## src/rtl/fifo_pkg.sv

```systemverilog
// Shared defaults and pointer-width helper for the parity-filtered FIFO.
package fifo_pkg;
    localparam int DEF_DATA_WIDTH = 32;
    localparam int DEF_FIFO_DEPTH = 4;
    localparam int DEF_EVEN_ODD   = 0;
    localparam int DEF_PARITY_BIT = 0;

    // Width needed to index FIFO_DEPTH entries; never below one bit.
    function automatic int ptr_width(input int depth);
        return (depth <= 2) ? 1 : $clog2(depth);
    endfunction
endpackage

```

## src/rtl/fifo_top_sync_fifo.sv

```systemverilog
// Single-clock FIFO storage with wrap flag; the head word is exposed combinationally.
module sync_fifo
    import fifo_pkg::*;
#(
    parameter int DATA_WIDTH = DEF_DATA_WIDTH,
    parameter int FIFO_DEPTH = DEF_FIFO_DEPTH
) (
    input  logic                  clk,
    input  logic                  rst_n,
    input  logic                  push_valid_i,
    output logic                  push_grant_o,
    input  logic [DATA_WIDTH:0]   push_data_i,
    output logic                  pop_valid_o,
    input  logic                  pop_grant_i,
    output logic [DATA_WIDTH:0]   pop_data_o
);
    localparam int PTR_W = ptr_width(FIFO_DEPTH);
    localparam logic [PTR_W-1:0] PTR_LAST = PTR_W'(FIFO_DEPTH - 1);

    logic [PTR_W-1:0] ptr_read_q, ptr_read_d;
    logic [PTR_W-1:0] ptr_write_q, ptr_write_d;
    logic             flag_q, flag_d;
    logic             empty, full, push_en, pop_en;

    assign empty        = (ptr_read_q == ptr_write_q) && !flag_q;
    assign full         = (ptr_read_q == ptr_write_q) && flag_q;
    assign push_grant_o = !full;
    assign pop_valid_o  = !empty;
    assign push_en      = push_valid_i && !full;
    assign pop_en       = pop_grant_i && !empty;

    if (1) begin : my_ram
        logic [DATA_WIDTH:0] memory [FIFO_DEPTH];
        // Storage is deliberately left out of reset.
        always_ff @(posedge clk) begin
            if (push_en) begin
                memory[ptr_write_q] <= push_data_i;
            end
        end
    end

    assign pop_data_o = my_ram.memory[ptr_read_q];

    // Both pointers can never wrap in the same cycle: that needs equal pointers,
    // which means empty (no pop) or full (no push).
    always_comb begin
        ptr_read_d  = ptr_read_q;
        ptr_write_d = ptr_write_q;
        flag_d      = flag_q;
        if (push_en) begin
            if (ptr_write_q == PTR_LAST) begin
                ptr_write_d = '0;
                flag_d      = 1'b1;
            end else begin
                ptr_write_d = ptr_write_q + 1'b1;
            end
        end
        if (pop_en) begin
            if (ptr_read_q == PTR_LAST) begin
                ptr_read_d = '0;
                flag_d     = 1'b0;
            end else begin
                ptr_read_d = ptr_read_q + 1'b1;
            end
        end
    end

    always_ff @(posedge clk or negedge rst_n) begin
        if (!rst_n) begin
            ptr_read_q  <= '0;
            ptr_write_q <= '0;
            flag_q      <= 1'b0;
        end else begin
            ptr_read_q  <= ptr_read_d;
            ptr_write_q <= ptr_write_d;
            flag_q      <= flag_d;
        end
    end
endmodule

```

## src/rtl/fifo_top.sv

```systemverilog
// Elastic FIFO with an output parity filter: corrupt head words are flushed, never offered.
module fifo_top
    import fifo_pkg::*;
#(
    parameter int DATA_WIDTH = DEF_DATA_WIDTH,
    parameter int FIFO_DEPTH = DEF_FIFO_DEPTH,
    parameter int EVEN_ODD   = DEF_EVEN_ODD,
    parameter int PARITY_BIT = DEF_PARITY_BIT
) (
    input  logic                clk,
    input  logic                rst_n,
    input  logic [DATA_WIDTH:0] data_i,
    input  logic                valid_i,
    output logic                grant_o,
    input  logic                grant_i,
    output logic [DATA_WIDTH:0] data_o,
    output logic                valid_o
);
    logic                pop_valid;
    logic                pop_grant;
    logic                head_ok;
    logic [DATA_WIDTH:0] head_word;
    logic [DATA_WIDTH:0] data_q, data_d;

    sync_fifo #(
        .DATA_WIDTH (DATA_WIDTH),
        .FIFO_DEPTH (FIFO_DEPTH)
    ) fifo_i (
        .clk          (clk),
        .rst_n        (rst_n),
        .push_valid_i (valid_i),
        .push_grant_o (grant_o),
        .push_data_i  (data_i),
        .pop_valid_o  (pop_valid),
        .pop_grant_i  (pop_grant),
        .pop_data_o   (head_word)
    );

    assign head_ok = head_word[PARITY_BIT] == 1'(EVEN_ODD);
    assign valid_o = pop_valid && head_ok;
    // A corrupt head is popped unconditionally so it never stalls the stream.
    assign pop_grant = (grant_i && valid_o) || (pop_valid && !head_ok);

    always_comb begin
        data_d = data_q;
        if (grant_i && valid_o) begin
            data_d = head_word;
        end
    end

    always_ff @(posedge clk or negedge rst_n) begin
        if (!rst_n) begin
            data_q <= '0;
        end else begin
            data_q <= data_d;
        end
    end

    assign data_o = data_q;
endmodule

```

## config.mk

```make
export PLATFORM = sky130hd
export DESIGN_NAME = fifo_top
export DESIGN_NICKNAME = d
export VERILOG_FILES = /design/src/rtl/fifo_pkg.sv /design/src/rtl/fifo_top_sync_fifo.sv /design/src/rtl/fifo_top.sv
export SDC_FILE = /design/constraint.sdc
export NUM_CORES = 1
export LEC_CHECK = 0
export CORE_UTILIZATION = 55
export CTS_CLUSTER_SIZE = 25
export DETAILED_ROUTE_END_ITERATION = 7
export PLACE_DENSITY_LB_ADDON = 0.15
export SLEW_MARGIN = 15
export SYNTH_ARGS = -nofsm -noshare
export SYNTH_HDL_FRONTEND = slang
export SYNTH_SLANG_ARGS = --single-unit
```

## constraint.sdc

```tcl
create_clock -name clk -period 7.2 [get_ports clk]
set_input_delay 1.44 -clock clk [delete_from_list [all_inputs] [get_ports clk]]
set_output_delay 1.44 -clock clk [all_outputs]
set_load 0.03 [all_outputs]
```

# [Yosys cells after proc, flatten, opt, wreduce, memory -nomap -nowiden]
# Memory sizes are Yosys's and may differ from the RTL's.
# Index checks and enable logic that the tools add are counted.
[classes] addsub=2 n_eq_ne=3 mux=8 bitwise_logic=1 reduce_logical=11
[ops] op="$logic_and A1 B1 Y1" n=7
[ops] op="$mux W1" n=6
[ops] op="$add A2 B1 Y2 const B" n=2
[ops] op="$eq A2 B2 Y1 const B" n=2
[ops] op="$mux W2" n=2
[ops] op="$logic_not A1 Y1" n=3
[ops] op="$eq A2 B2 Y1" n=1
[ops] op="$logic_or A1 B1 Y1" n=1
[ops] op="$not A1 Y1" n=1
[totals] register_bits=38 ramBits=132 input_bits=37 out_inout_bits=35 elab_cells=30 n_memories=1
[memory_table] memory="fifo_i.my_ram.memory" depth=4 word_bits=33 read_ports=1 rd_clocked_by_memory_dff=0 write_ports=1 line_no="fifo_top_sync_fifo.sv:33" source="logic [DATA_WIDTH:0] memory [FIFO_DEPTH];"

# [Longest topological paths before layout]
# Gate-level depths: netlist of run 1.
[depth] word_depth=8 ltp_mapped=7 ltp_nobuf=4

# [Cells and area by module]
# From an unflattened synthesis of run 1, not the netlist that was laid out.
[hier_totals] cells_unflattened=293 hier_area_um2=6616.3
[by_module_without_submodules] module="sync_fifo" n_inst=1 cells_each=221 area_per_inst_um2=5247.5 seq_area_each_um2=4088.9
[by_module_without_submodules] module="fifo_top" n_inst=1 cells_each=72 area_per_inst_um2=1368.8 seq_area_each_um2=825.8

# [Least setup slack after synthesis of run 1]
# OpenSTA, ideal clock, no wires.
[synth_timing] path_type="input -> register" from="input valid_i" to="memory fifo_i.my_ram.memory[0][0] (netlist bit), enable pin" setup_ps=393 arrival_time_ps=2609 required_ps=6807 slack_ps=4198 stages=2 path_buffers=0 cell_sequence="a21boi_1 > and2_1"
[synth_between] elab_chain_cells=3
[synth_lines] element="start: declaration" line_no="fifo_top.sv:13" source="input logic valid_i,"
[synth_lines] element="$logic_and A1 B1 Y1" line_no="fifo_top_sync_fifo.sv:29" source="assign push_en = push_valid_i && !full;"
[synth_lines] element="$mux W1" line_no="fifo_top_sync_fifo.sv:36" source="if (push_en) begin"
[synth_lines] element="$mux W1 (not written as such)" line_no="fifo_top_sync_fifo.sv:37" source="memory[ptr_write_q] <= push_data_i;"
[synth_lines] element="end: declaration" line_no="fifo_top_sync_fifo.sv:33"
# No other way between the ends.

# [Final worst setup path of run 1]
[layout_timing] from="register fifo_i.ptr_read_q[1]" to="output valid_o"
[layout_between] elab_chain_cells=4 word_cells_on_any_way=6 classes_between="eq/ne: 1; bitwise: 1; reduce/logical: 3; memory: 1"
[layout_lines] element="start: declaration" line_no="fifo_top_sync_fifo.sv:20" source="logic [PTR_W-1:0] ptr_read_q, ptr_read_d;"
[layout_lines] element="start signal: assignment" line_no="fifo_top_sync_fifo.sv:74" source="ptr_read_q <= ptr_read_d;"
[layout_lines] element="branches (longest 3 deep; another with $mem_v2 Z4 W33)"
[layout_lines] element="$logic_and A1 B1 Y1 (*)" line_no="fifo_top.sv:40" source="assign valid_o = pop_valid && head_ok;"
[layout_lines] element="end: declaration" line_no="fifo_top.sv:17" source="output logic valid_o"
# Every way passes the cells marked *.

==> results of run 1 <==
per-layer routing:
metal | part of all wire, % | up-vias | track usage [%]
met5 | 0 | - | 0
met4 | 2.2 | 0 | 8.978
met3 | 6.5 | 19 | 5.522
met2 | 48 | 107 | 30.10
met1 | 43 | 1516 | 26.98
li1 | - | 1291 | -
through the flow:
step / power [mW] / instance area, µm² / hold slack (ns)
4_1_cts: 3.725 / 7915 / 0.4908
6_report: 3.679 / 7915 / 0.4832
5_1_grt: 3.846 / 7915 / 0.5081
3_3_place_gp: 2.758 / 7306 / 0.4675
3_5_place_dp: 2.780 / 7306 / 0.4767
2_1_floorplan: 2.415 / 6523 / 0.5511
worst reg2reg max path: stages (launching register included):
cell,delay (ns)
dfrtp_2,0.97
xnor2_1,0.23
and2_1,0.22
a21boi_1,0.38
and2_2,0.86
how the worst min path moves through the flow:
stage,startpoint,to,depth (start not counted),slack [ns]
after floorplan,fifo_i.ptr_write_q[1]$_DFFE_PN0P_,fifo_i.ptr_write_q[1]$_DFFE_PN0P_,1,0.55
after global placement,data_o[20]$_DFFE_PN0P_,data_o[20]$_DFFE_PN0P_,1,0.47
after detailed placement,data_o[22]$_DFFE_PN0P_,data_o[22]$_DFFE_PN0P_,1,0.48
after CTS,data_o[22]$_DFFE_PN0P_,data_o[22]$_DFFE_PN0P_,1,0.49
after global routing,data_o[22]$_DFFE_PN0P_,data_o[22]$_DFFE_PN0P_,1,0.51
final,data_o[22]$_DFFE_PN0P_,data_o[22]$_DFFE_PN0P_,1,0.48
report_power, final:
part           switching [mW]  leakage (nW)  internal, mW
Sequential              0.143          1.66          1.36
Clock                   0.357         0.284         0.577
Combinational           0.602         0.853         0.644
sequential cells by signal, indices dropped and copies added (netlist names):
name / flops
fifo_i.ptr_write_q: 2
fifo_i.flag_q: 1
data_o: 33
fifo_i.ptr_read_q: 2
fifo_i.my_ram.memory: 132
layout by cell type, fill, tap and decap left out, types with 5 or more instances in the layout:
master and n:
clkbuf_16 17, clkdlybuf4s50_1 70, dfrtp_1 36, edfxtp_1 132, ha_1 5, mux2_1 7
mux2_4 29, mux4_2 31
kinds of logic (layout without fill, tap and decap cells):
family	Yosys count	count (layout)	share of synthesized area, %
flops	170	170	75.35
mux	70	70	19.55
simple gates	13	13	1.132
buf+inv	16	108	2.014
xor+xnor	2	2	0.2686
fa+ha+maj	5	5	0.9591
compound gates	5	5	0.7290
layout make-up:
cell class | count | area share (%)
clock buffer | 19 | 5.469
clock inverter | 13 | 2.229
inverter | 4 | 0.1897
multi-input combinational | 95 | 18.72
sequential | 170 | 62.12
tap | 143 | 2.261
timing repair buffer | 72 | 9.010
==> flow_summary.yaml, run 1 <==
sta:
  relSlewSlack_pct: 36.56
  final.setup.worst_slack_ns: 3.087
  fin_crit_ns: 4.113
  setup_tns_ns: 0
  rsz0062_at_grt: "false"
  setup_viol: 0
  slew_viol_final: 0
  skew_ns: 0.005454
  finalHoldViolations: 0
  fmax_mhz: 243.1
  worstMarginPinSlew_ns: 0.9516
  fin_crit_sh_pct: 57.12
placed_design:
  place_ws_ns: 3.483
  dp_hpwl_um: 6041
  placed_cells: 484
  io_buffers: 71
  gp_congestion: 0.6868
synthesis:
  synthCells: 281
  synth_area_leaders: "edfxtp_1 (61%), dfrtp_1 (15%), mux4_2 (11%)"
  yosys.area.top_type_share_pct: 60.77
  avgSynthCellArea_um2: 23.21
  netlist.top_cell.by_area: "edfxtp_1"
  ys_seq_area_share_pct: 75.35
  synth_common_cells: "edfxtp_1 (132), dfrtp_1 (38), mux4_2 (31), mux2_4 (29), mux2_1 (7)"
  syn_nets: 323
  ys.flop_type: "edfxtp_1"
  ys_types: 26
  synth-async-reset-ratio_pct: 22.35
  ys_seq_elements: 170
  yosys_warnings: 0
  synth_edf_count: 132
  netlist_area_mm2: 0.006523
  yosysMostFrequentCell: "edfxtp_1"
run_status:
  outcome: "finished clean"
global_routing:
  grt_overflow: 0
  grt_antenna_before_repair: 0
  grt_pass1_vias: 3115
  grt_pass1_wl_um: 17550
  grt_max_degree: 40
  grt.total_usage_pct: 19.79
worst_setup_path:
  cp.arrival_ns: 2.67
  ff2ff_setup_slack_ns: 4.16
  critPathKind: "flop to output port"
  timing.rr.start: "fifo_i.ptr_read_q[1]$_DFFE_PN0P_"
  worstSetupPathDepth: 3
  path_cells: "mux4_2 > a31oi_2 > clkdlybuf4s50_1"
  start_kind: "flop"
  critPathBufInv: 1
  endpoint_kind: "output port"
  required_ns: 5.76
  crit_fanout: 39
  cp_slowest_stage_delay_ns: 0.97
  critPathSlowestCell: "dfrtp_2"
  critPathCapture: "valid_o"
  crit_family: "flip-flops"
  reg2reg_depth: 4
  timing.rr.end: "fifo_i.my_ram.memory[3][25]$_DFFE_PP_"
  startpoint: "fifo_i.ptr_read_q[1]$_DFFE_PN0P_"
layout:
  drive_gt1_share_pct: 26.27
  multi_input_area_mm2: 0.001481
  n_fill_cell: 716
  diodes: 0
  finalNonFillerCells: 516
  fin_util_pct: 69.02
  nets: 402
  regArea_mm2: 0.004917
  syn2layout_area_growth_pct: 21.35
pwr:
  ir_drop_uv: 519.0
  powerDensity_mw_per_mm2: 464.9
  p_leak_nw: 2.794
floorplan:
  num_rows: 39
  die-height_um: 110.9
  dieWidth_um: 110.9
  die-area_mm2: 0.01230
  initial_core_util_pct: 56.88
  core_mm2: 0.01147
  num_io_pins: 72
drt:
  routedWlPerCell_um: 21.25
  ant_nets: 0
  vias: 2933
  finalWirelength_um: 10970
  route.detailed.drc: 0
  drtIter0Drc: 149
  vias_per_cell: 5.684
  drtPass1Iterations: 4
cts:
  post_cts_resized: 0
  cts-root-buf: "clkbuf_16"
  cts_setup_buffers: 0
  clk_latency_ns: 0.42
  htreeDepth: 4
  clk_path_buf_depth: 2
  cts_buffers: 17
  path_clk_slew_ns: 0.06
  cts_tree: "done"
  holdBufCountCts: 0
  clock_sinks: 170
run:
  drv_cap: 0
hold_path:
  hp-class: "flop to flop"
No activity file was read; power rests on OpenSTA's default activity.
==> inputs of run 2 (changes only) <==
--- a/config.mk
+++ b/config.mk
@@ -5,7 +5,7 @@
 export SDC_FILE = /design/constraint.sdc
 export NUM_CORES = 1
 export LEC_CHECK = 0
-export CORE_UTILIZATION = 55
+export CORE_UTILIZATION = 50
 export CTS_CLUSTER_SIZE = 25
 export DETAILED_ROUTE_END_ITERATION = 7
 export PLACE_DENSITY_LB_ADDON = 0.15
==> constraint.sdc (replaced) <==
create_clock -name clk -period 3.5 [get_ports clk]
set_input_delay 0.7 -clock clk [delete_from_list [all_inputs] [get_ports clk]]
set_output_delay 0.7 -clock clk [all_outputs]
set_load 0.03 [all_outputs]
==> run 2 against run 1 <==
Cell area grew 1.3%. Routed wire length up 0.33%. First-iteration DRC count shrank 4.7%. Sequential power is 100% higher. Flip-flop and latch count unchanged. Final cell count up 7.2%. Register-to-register slack worse by 3.3 ns. Critical path type unchanged. Largest cell class unchanged. Highest routed layer unchanged.
==> flow_summary.yaml, run 2 (synthesized netlist as in run 1, its figures left out) <==
worst_setup_path:
  timing.rr.start: "fifo_i.ptr_read_q[1]$_DFFE_PN0P_"
  critPathKind: "flop to output port"
  required_ns: 2.80
  cp.arrival_ns: 2.40
  path_cells: "mux4_2 > a31oi_2 > clkdlybuf4s50_1"
  ff2ff_setup_slack_ns: 0.88
  cp_slowest_stage_delay_ns: 0.69
  critPathBufInv: 1
  startpoint: "fifo_i.ptr_read_q[0]$_DFFE_PN0P_"
  crit_fanout: 11
  crit_family: "buffers and inverters"
  critPathSlowestCell: "clkdlybuf4s50_1"
  endpoint_kind: "output port"
  start_kind: "flop"
floorplan:
  die-height_um: 116.2
  initial_core_util_pct: 51.48
  num_io_pins: 72
  num_rows: 41
  dieWidth_um: 116.2
  core_mm2: 0.01267
  die-area_mm2: 0.01351
sta:
  relSlewSlack_pct: 37.98
  setup_tns_ns: 0
  rsz0062_at_grt: "false"
  skew_ns: 0.004542
  fin_crit_sh_pct: 88.56
  worstMarginPinSlew_ns: 0.9303
  fmax_mhz: 322.6
  finalHoldViolations: 0
  fin_crit_ns: 3.100
  slew_viol_final: 0
  holdWs_ns: 0.4212
  setup_viol: 0
layout:
  finalNonFillerCells: 553
  syn2layout_area_growth_pct: 22.89
  layout_common_cells: "edfxtp_1 (132), clkdlybuf4s50_1 (70), dfrtp_1 (36), mux4_2 (31), mux2_4 (29)"
  nets: 410
  diodes: 0
  largest_reg_flops: 132
  drive_gt1_share_pct: 28.61
  regMostFlops: "fifo_i.my_ram.memory"
  final_common_cell: "edfxtp_1"
pwr:
  power.total_mw: 7.572
  p_leak_nw: 2.830
  ir_drop_uv: 497.3
  powerDensity_mw_per_mm2: 944.6
cts:
  path_clk_slew_ns: 0.06
  holdBufCountCts: 0
  post_cts_resized: 0
  clk_path_buf_depth: 2
  cts_tree: "done"
  clk_latency_ns: 0.42
  clock_sinks: 170
  cts_setup_buffers: 0
  htreeDepth: 4
  cts-root-buf: "clkbuf_16"
  cts_buffers: 17
placed_design:
  placed_cells: 521
  dp_hpwl_um: 7001
  io_buffers: 71
  gp_congestion: 0.7731
global_routing:
  grt_pass1_vias: 3048
  grt_max_degree: 39
  grt_antenna_before_repair: 0
  grt.total_usage_pct: 18.36
  grt_overflow: 0
  grt_pass1_wl_um: 17280
drt:
  vias: 2920
  routedWlPerCell_um: 19.89
  drtIter0Drc: 142
  route.detailed.drc: 0
  ant_nets: 0
  vias_per_cell: 5.280
  drtPass1Iterations: 4
  finalWirelength_um: 11000
run_status:
  outcome: "finished clean"
hold_path:
  hp-class: "input pin to async pin"
run:
  drv_cap: 0
==> run 2: cell types whose count changed in the layout (fill, tap and decap cells not counted), sizes merged <==
cell	previous run	this run
buf	2	10
bufinv	4	3
clkbuf	19	18
clkinv	5	2
clkinvlp	4	6
inv	4	7
==> run 2: area by class of cell <==
type / instances / area, µm²
tap: 172 / 215.2
multi-input combinational: 95 / 1481
inverter: 4 / 15.01
clock inverter: 14 / 171.4
sequential: 170 / 4917
timing repair buffer: 80 / 785.8
fill: 907 / 4656
clock buffer: 18 / 429.2
==> run 2: power by group <==
group          total (mW)  internal [mW]  switching, mW
registers            3.06           2.78          0.274
clock network        1.89           1.12          0.762
logic                2.63           1.36           1.26
total                7.57           5.27           2.30
==> run 2: metrics by stage <==
step	cell area (µm²)	util (%)	setup slack [ns]
final	8015	63.26	0.4003
after global routing	8015	63.26	0.2645
after CTS	8015	63.26	0.3548
after detailed placement	7415	58.52	0.7390
after global placement	7415	58.52	0.7785
after floorplan	6523	-	1.074
==> run 2: final timing paths <==
kind	endpoint	depth (start not counted)
worst max-delay path	valid_o	3
worst min-delay path	data_o[12]$_DFFE_PN0P_	1
worst max register to register	fifo_i.my_ram.memory[3][17]$_DFFE_PP_	5
worst min register to register	data_o[22]$_DFFE_PN0P_	1
max in group asynchronous	fifo_i.ptr_read_q[1]$_DFFE_PN0P_	1
min in group clk	data_o[22]$_DFFE_PN0P_	1
==> run 2: metal layers <==
layer | global-route usage [%] | vias up | wire, µm
li1 | - | 1307 | -
met1 | 24.58 | 1530 | 5030
met2 | 28.93 | 67 | 5398
met3 | 4.463 | 16 | 391
met4 | 8.205 | 0 | 182
met5 | 0 | - | 0
==> inputs of run 3 (changes only) <==
--- a/config.mk
+++ b/config.mk
@@ -5,7 +5,7 @@
 export SDC_FILE = /design/constraint.sdc
 export NUM_CORES = 1
 export LEC_CHECK = 0
-export CORE_UTILIZATION = 50
+export CORE_UTILIZATION = 30
 export CTS_CLUSTER_SIZE = 25
 export DETAILED_ROUTE_END_ITERATION = 7
 export PLACE_DENSITY_LB_ADDON = 0.15
==> run 3 against run 2 <==
Global-route usage fell by 6.5 points. Critical path depth rose by 1. Via count rose by 0.72%. Flip-flop and latch count did not move. Largest cell class unchanged. Largest power group unchanged.
==> flow_summary.yaml, run 3 (synthesized netlist as in run 1, its figures left out) <==
placed_design:
  io_buffers: 71
  dp_hpwl_um: 7797
  gp_congestion: 0.6569
  place_ws_ns: 0.7333
floorplan:
  dieWidth_um: 149.5
  num_rows: 53
  core_mm2: 0.02115
  num_io_pins: 72
  die-height_um: 149.5
  die-area_mm2: 0.02234
  initial_core_util_pct: 30.83
global_routing:
  grt_pass1_wl_um: 18810
  grt_antenna_before_repair: 0
  grt.total_usage_pct: 11.89
  grt_pass1_vias: 3077
  grt_overflow: 0
  grt_max_degree: 39
run:
  drv_cap: 0
sta:
  finalHoldViolations: 0
  setup_viol: 0
  fmax_mhz: 323.8
  skew_ns: 0.01581
  worstMarginPinSlew_ns: 0.9507
  slew_viol_final: 0
  holdWs_ns: 0.4273
  fin_crit_sh_pct: 88.24
  rsz0062_at_grt: "false"
  final.setup.worst_slack_ns: 0.4117
  setup_tns_ns: 0
  relSlewSlack_pct: 36.62
  fin_crit_ns: 3.088
cts:
  path_clk_slew_ns: 0.07
  htreeDepth: 4
  holdBufCountCts: 0
  post_cts_resized: 0
  cts_tree: "done"
  cts_setup_buffers: 0
  clk_latency_ns: 0.43
  clk_path_buf_depth: 2
  cts_buffers: 17
  clock_sinks: 170
  cts-root-buf: "clkbuf_16"
layout:
  layout_common_cells: "edfxtp_1 (132), clkdlybuf4s50_1 (70), dfrtp_1 (36), mux4_2 (31), mux2_4 (29)"
  regMostFlops: "fifo_i.my_ram.memory"
  final_common_cell: "edfxtp_1"
  drive_gt1_share_pct: 28.46
  largest_reg_flops: 132
  nets: 412
  diodes: 0
  syn2layout_area_growth_pct: 25.00
  n_fill_cell: 1891
worst_setup_path:
  cp.arrival_ns: 2.39
  required_ns: 2.80
  start_kind: "flop"
  crit_fanout: 24
  critPathKind: "flop to output port"
  endpoint_kind: "output port"
drt:
  met2_length_um: 5880
  vias: 2941
  ant_nets: 0
  dr.max_layer_used: "met4"
  vias_per_cell: 4.470
  wl_met1_um: 5824
  drtIter0Drc: 115
  route.detailed.drc: 0
  drtPass1Iterations: 4
  wl_met3_um: 492
  finalWirelength_um: 12340
  routedWlPerCell_um: 18.75
run_status:
  outcome: "finished clean"
pwr:
  powerDensity_mw_per_mm2: 939.4
  p_leak_nw: 2.850
  ir_drop_uv: 388.6
hold_path:
  hp-class: "input pin to async pin"
run 3: changes by cell type in the layout (fill, tap and decap cells not counted):
cell        previous run  this run
clkinv_2               2         3
clkinv_4               0         1
buf_12                 1         0
inv_6                  3         1
clkbuf_1               1         3
clkinvlp_4             6         3
buf_4                  8        11
clkbuf_16             17        18
run 3: per-stage QoR:
step / power [mW] / instances / area, µm² / utilization [%]
finish: 7.659 / 658 / 8153 / 38.54
global route: 8.047 / 658 / 8153 / 38.54
CTS: 7.801 / 658 / 8153 / 38.54
detailed placement: 5.843 / 626 / 7546 / 35.67
global placement: 5.819 / 626 / 7546 / 35.67
floorplan: 4.969 / 281 / 6523 / -
run 3: worst paths after layout:
check | start | end | slack, ns | cells after the start
worst min-delay path | rst_n | data_o[18]$_DFFE_PN0P_ | 0.43 | 1
max in group asynchronous | rst_n | fifo_i.ptr_read_q[1]$_DFFE_PN0P_ | 2.43 | 1
worst min register to register | data_o[22]$_DFFE_PN0P_ | data_o[22]$_DFFE_PN0P_ | 0.50 | 1
worst max-delay path | fifo_i.ptr_read_q[0]$_DFFE_PN0P_ | valid_o | 0.41 | 4
min in group clk | data_o[22]$_DFFE_PN0P_ | data_o[22]$_DFFE_PN0P_ | 0.50 | 1
worst max register to register | fifo_i.ptr_read_q[0]$_DFFE_PN0P_ | fifo_i.my_ram.memory[3][10]$_DFFE_PP_ | 0.81 | 6
run 3: where the power goes:
part	internal [mW]	switching (mW)	total (mW)
registers	2.78	0.230	3.01
logic	1.37	1.35	2.72
clock network	1.16	0.761	1.93
total	5.32	2.34	7.66
run 3: layer usage:
layer	track usage [%]	up-vias
li1	-	1313
met1	15.96	1546
met2	18.24	70
met3	3.598	12
met4	4.133	0
met5	0	-
run 3: worst max-delay path, cell delays in order (launching register included):
cell and delay, ns:
dfrtp_2 0.38, buf_4 0.42, xnor2_1 0.17, a31oi_2 0.27, clkdlybuf4s50_1 0.72
run 3: final cells by class:
cell class	count	area [µm²]	area share, %
Multi-Input combinational cell	95	1481	18.17
Tap cell	275	344.1	4.220
Clock buffer	21	461.7	5.663
Inverter	4	15.01	0.1842
Timing Repair Buffer	82	788.3	9.669
Sequential cell	170	4917	60.31
Clock inverter	11	145.1	1.780
